==> src/rtl/dffram_pkg.sv <==
// dffram_pkg
// Shared constants and types for the DFFRAM two-port arbiter.
//   DEF_AW / DEF_DW  default RAM word-address and data widths (128 x 32)
//   DEF_LANES        byte lanes per word (byte write-enable width)
//   DEF_BURST        default consecutive-grant bound for the fair mode
//   RUN_MAX          saturation value of the 4-bit consecutive-grant count
//   own_t            owner of the read currently in flight
package dffram_pkg;

  localparam int DEF_AW    = 7;
  localparam int DEF_DW    = 32;
  localparam int DEF_LANES = DEF_DW / 8;
  localparam int DEF_BURST = 4;

  localparam logic [3:0] RUN_MAX = 4'd15;

  typedef enum logic [1:0] {
    OWN_NONE = 2'd0,
    OWN_A    = 2'd1,
    OWN_B    = 2'd2
  } own_t;

endpackage

==> src/rtl/dffram_arb_core.sv <==
// dffram_arb_core
// Grant logic for the two requesters. Grants are combinational from the
// requests and the arbitration state; at most one grant per cycle.
// Build option DFFRAM_ARB_FAIR_EN:
//   defined     - the most recently granted port keeps the grant while its
//                 consecutive-grant count is below BURST, then yields.
//   not defined - fixed priority, port A wins whenever both request.
// Ports:
//   CLK, RST_N      clock, asynchronous active-low reset
//   req_a, req_b    port requests
//   gnt_a, gnt_b    one-hot (or zero) grant
module dffram_arb_core
  import dffram_pkg::*;
#(
  parameter int BURST = DEF_BURST
) (
  input  logic CLK,
  input  logic RST_N,
  input  logic req_a,
  input  logic req_b,
  output logic gnt_a,
  output logic gnt_b
);

`ifdef DFFRAM_ARB_FAIR_EN
  localparam logic [3:0] BURST_L = 4'(BURST);

  // last_b: 0 = port A granted most recently, 1 = port B
  logic       last_b;
  logic [3:0] run;

  always_comb begin
    gnt_a = 1'b0;
    gnt_b = 1'b0;
    if (req_a && req_b) begin
      // run can exceed BURST after a long single-port stretch; yield then too
      if (run >= BURST_L) begin
        gnt_a = last_b;
        gnt_b = ~last_b;
      end else begin
        gnt_a = ~last_b;
        gnt_b = last_b;
      end
    end else begin
      gnt_a = req_a;
      gnt_b = req_b;
    end
  end

  always_ff @(posedge CLK or negedge RST_N) begin
    if (!RST_N) begin
      last_b <= 1'b0;
      run    <= 4'd0;
    end else if (gnt_a || gnt_b) begin
      if (gnt_b == last_b) begin
        run <= (run == RUN_MAX) ? run : run + 4'd1;
      end else begin
        last_b <= gnt_b;
        run    <= 4'd1;
      end
    end else begin
      run <= 4'd0;
    end
  end
`else
  // No arbitration state in fixed-priority mode.
  logic unused_core;
  assign unused_core = CLK ^ RST_N ^ (^BURST);

  always_comb begin
    gnt_a = req_a;
    gnt_b = req_b & ~req_a;
  end
`endif

endmodule

==> src/rtl/dffram_arbiter.sv <==
// dffram_arbiter
// Shares one single-port 128x32 DFFRAM macro between two requesters.
// One access per cycle; read data returns one cycle after the grant and is
// steered to the issuing port, whose DO then holds it until its next read.
// Build option DFFRAM_ARB_FAIR_EN selects BURST-bounded rotation instead of
// fixed A-priority (see dffram_arb_core).
// Ports:
//   CLK, RST_N                     clock, asynchronous active-low reset
//   REQ_x, WE_x, A_x, DI_x         requester x command (x = A, B)
//   GNT_x                          command accepted this cycle
//   RVALID_x, DO_x                 read return for requester x
//   RAM_EN, RAM_WE, RAM_A, RAM_DI  drive to the DFFRAM macro
//   RAM_DO                         macro read data (one-cycle latency)
module dffram_arbiter
  import dffram_pkg::*;
#(
  parameter int AW    = DEF_AW,
  parameter int DW    = DEF_DW,
  parameter int BURST = DEF_BURST
) (
  input  logic            CLK,
  input  logic            RST_N,
  input  logic            REQ_A,
  input  logic [DW/8-1:0] WE_A,
  input  logic [AW-1:0]   A_A,
  input  logic [DW-1:0]   DI_A,
  input  logic            REQ_B,
  input  logic [DW/8-1:0] WE_B,
  input  logic [AW-1:0]   A_B,
  input  logic [DW-1:0]   DI_B,
  output logic            GNT_A,
  output logic            GNT_B,
  output logic            RVALID_A,
  output logic            RVALID_B,
  output logic [DW-1:0]   DO_A,
  output logic [DW-1:0]   DO_B,
  output logic            RAM_EN,
  output logic [DW/8-1:0] RAM_WE,
  output logic [AW-1:0]   RAM_A,
  output logic [DW-1:0]   RAM_DI,
  input  logic [DW-1:0]   RAM_DO
);

  own_t          rd_own;
  logic [DW-1:0] do_a_q;
  logic [DW-1:0] do_b_q;

  dffram_arb_core #(
    .BURST (BURST)
  ) u_core (
    .CLK   (CLK),
    .RST_N (RST_N),
    .req_a (REQ_A),
    .req_b (REQ_B),
    .gnt_a (GNT_A),
    .gnt_b (GNT_B)
  );

  always_comb begin
    RAM_EN = GNT_A | GNT_B;
    RAM_WE = '0;
    RAM_A  = A_A;
    RAM_DI = DI_A;
    if (GNT_A) begin
      RAM_WE = WE_A;
    end else if (GNT_B) begin
      RAM_WE = WE_B;
      RAM_A  = A_B;
      RAM_DI = DI_B;
    end
  end

  always_ff @(posedge CLK or negedge RST_N) begin
    if (!RST_N) begin
      rd_own <= OWN_NONE;
    end else if (GNT_A) begin
      rd_own <= (WE_A == '0) ? OWN_A : OWN_NONE;
    end else if (GNT_B) begin
      rd_own <= (WE_B == '0) ? OWN_B : OWN_NONE;
    end else begin
      rd_own <= OWN_NONE;
    end
  end

  assign RVALID_A = (rd_own == OWN_A);
  assign RVALID_B = (rd_own == OWN_B);

  // The macro output is only meaningful in the cycle after a read, so DO
  // passes it straight through then and captures it for the hold period.
  assign DO_A = RVALID_A ? RAM_DO : do_a_q;
  assign DO_B = RVALID_B ? RAM_DO : do_b_q;

  always_ff @(posedge CLK or negedge RST_N) begin
    if (!RST_N) begin
      do_a_q <= '0;
      do_b_q <= '0;
    end else begin
      do_a_q <= DO_A;
      do_b_q <= DO_B;
    end
  end

endmodule
==> config.mk <==
export PLATFORM = sky130hd
export DESIGN_NAME = dffram_arbiter
export DESIGN_NICKNAME = d
export VERILOG_FILES = /design/src/rtl/dffram_pkg.sv /design/src/rtl/dffram_arb_core.sv /design/src/rtl/dffram_arbiter.sv
export SDC_FILE = /design/constraint.sdc
export NUM_CORES = 1
export LEC_CHECK = 0
export CAP_MARGIN = 20
export CORE_ASPECT_RATIO = 0.75
export CORE_MARGIN = 8
export CORE_UTILIZATION = 35
export DETAILED_ROUTE_END_ITERATION = 7
export GPL_ROUTABILITY_DRIVEN = 0
export PLACE_DENSITY = 0.82
export SLEW_MARGIN = 10
export SYNTH_ARGS = -nofsm -noshare
export SYNTH_HDL_FRONTEND = slang
export SYNTH_SLANG_ARGS = --single-unit
export TNS_END_PERCENT = 100
==> constraint.sdc <==
create_clock -name CLK -period 1.6 [get_ports CLK]
set_input_delay 0.16 -clock CLK [delete_from_list [all_inputs] [get_ports CLK]]
set_output_delay 0.16 -clock CLK [all_outputs]
set_load 0.005 [all_outputs]
==> results.md <==
- Status: finished, violations left
- Failing checks: negative setup slack
- Nets: 611
- # clock sinks: 66
- R2r worst-path depth: 8
- Antenna viol nets, final: 0
- Worst R2R Setup Slack: -0.06 ns
- Core Region: 9046 um^2
- Total track usage: 0.2157
- CTS tree: done
- Fmax: 0.5211 GHz
- Clock root buffer: clkbuf_16
- Hold WC Path Type: input port to asynchronous set/reset pin
- Cell taking the most area after synthesis: dfrtp_1
- # diodes: 0
- Lkg Pwr: 0.003473 uW
- Post-Syn Area: 3249 um^2
- Peak VDD IR: 0.6553 mV
- First-pass GRT wire length: 20530 um
- Crit path time final: 1.919 ns
- Starting density of the core: 0.3592
- Worst R2R Start: rd_own[0]
- H-tree Lvls: 3
- Die Y: 99.45 um
- Register area share after synthesis: 0.5083
- Via density: 4.579
- Post-DR wirelength/cell: 22.32 um
- Maxcap violations: 0
- Worst EP required: 1.44 ns
- DRT iter0 DRCs: 104
- Max FO, Critical Path: 4
- Vias in the first global route: 3452
- Via count: 2848
- WS Path Type: flop to output port
- Synth unique cells: 18
- Fin. max-slew vios: 0
- Final Power: 7113 uW
- Worst EP arrival: 1.76 ns
- Measured slew at the worst slew-check pin: 0.3624 ns
- Utilization after layout: 0.7777
- Final setup violation count: 65
- Hold Fails Final Rpt: 0
- Area delta synth->final: 116.5%
- CTS clock-pin slew for the worst setup and hold paths: 0.06 ns
- Ys Warns: 0
- Tcrit/Tclk final: 1.199
- Total Wirelength: 13880 um
- Io pins: 234
- Total CTS buffers: 9
- DP HPWL: 9460 um
- Longest Clk Path Bufs: 2
- Pre-antenna DRT Iters: 4
- RSZ-0062 raised after global routing: yes
- Chip width: 127.3 um
- Setup WS post-layout: -0.3191 ns
- Max Clock Skew: 0.008952 ns
- #FFs+latches synth: 66
- Leading cell type in the layout, fill and taps excluded: clkdlybuf4s50_1
- CP startpoint kind: flop
- # DRC: 0
- Most frequent cells in the layout: clkdlybuf4s50_1, mux2_4, buf_6
- Die area: 12660 um^2
- Clk_lat worst skew: 0.33 ns
- IO Port Bufs: 233
- Share of the synthesized area in the top cell type: 0.5083
- CP Capture Type: output port
- Worst r2r dst: do_a_q[10]
- Share of layout cells above drive strength 1: 0.5486
- Num rows: 30
- Overflow left after global routing: 0
- P per Cell Area: 1011 nW/um^2
- Post-synth net total: 319
- Synth area leaders: dfrtp_1, mux2_2, mux2_4
- Initial antenna violation count: 0
- Syn Area/Cell: 16.49 um^2
- Hold slack: 0.3658 ns
- Worst slew margin: 0.7584
- Setup slack at placement: -0.3572 ns
- Largest net degree at the start of global routing: 67
- Synthesized netlist cell count: 197
per-layer routing:
metal  vias to the layer above  part of all wire  GRT usage
li1                       1294                 -          -
met1                      1419              0.38     0.2345
met2                       124              0.53     0.3909
met3                        11             0.078    0.07536
met4                         0             0.012    0.05743
met5                         -                 0          0
cells by family after synthesis:
family,share of synthesized area
compound gates,0.01232
flops,0.5083
buf+inv,0.06084
simple gates,0.01772
mux,0.4008
power breakdown:
part           switching [uW]  internal (uW)  leakage (uW)
Clock                     704           1720      0.000180
Sequential                115           2020      0.000811
Combinational             806           1750       0.00248
final cells by class:
| cell class | instances | area, um^2 |
|---|---|---|
| Clock inverter | 5 | 125.1 |
| Sequential cell | 66 | 1652 |
| Inverter | 2 | 12.51 |
| Fill cell | 547 | 2011 |
| Multi-Input combinational cell | 115 | 1655 |
| Tap cell | 128 | 160.2 |
| Clock buffer | 11 | 242.7 |
| Timing Repair Buffer | 295 | 3188 |
synthesized netlist by cell type:
cell	n
nor4_1	1
or2_2	1
and2_2	1
mux2_4	38
nor2b_1	1
buf_4	1
nor2_1	1
buf_12	5
nand2b_1	1
a22o_2	4
nand2b_4	1
buf_6	6
inv_1	1
or4_1	1
inv_6	1
mux2_2	65
buf_2	2
dfrtp_1	66
worst max-delay path, stage by stage, from the launching register on:
cell,delay [ns]
dfrtp_1,0.39
buf_4,0.15
nand2b_4,0.10
buf_12,0.12
bufbuf_16,0.25
mux2_4,0.31
buf_6,0.12
through the flow:
step | cell area, um^2 | cells | TNS [ns]
3_3_place_gp | 5724 | 554 | -21.11
3_5_place_dp | 5724 | 554 | -21.79
5_1_grt | 7036 | 622 | -20.89
2_1_floorplan | 3249 | 197 | 0
4_1_cts | 6988 | 616 | -15.78
6_report | 7036 | 622 | -16.81
registers in the layout, indices dropped and copies added (netlist names):
name    flops
do_a_q     32
do_b_q     32
rd_own      2
timing repair:
action	in CTS	in global routing
cloned	10	0
setup buffers	35	9
pin swaps	0	0
endpoints found under the setup margin	111	85
hold endpoints to repair	66	0
hold buffers	1	0
gates resized for setup	494	28
worst max-delay path by stage:
stage                   start         end  slack (ns)
detailed placement      REQ_A  RAM_DI[24]       -0.36
finish              rd_own[0]    DO_A[19]       -0.32
floorplan           rd_own[0]    DO_B[22]        0.32
CTS                 rd_own[0]    DO_B[20]       -0.33
global route        rd_own[0]    DO_A[19]       -0.38
global placement        REQ_A  RAM_DI[24]       -0.36
No activity file was read; power rests on OpenSTA's default activity.
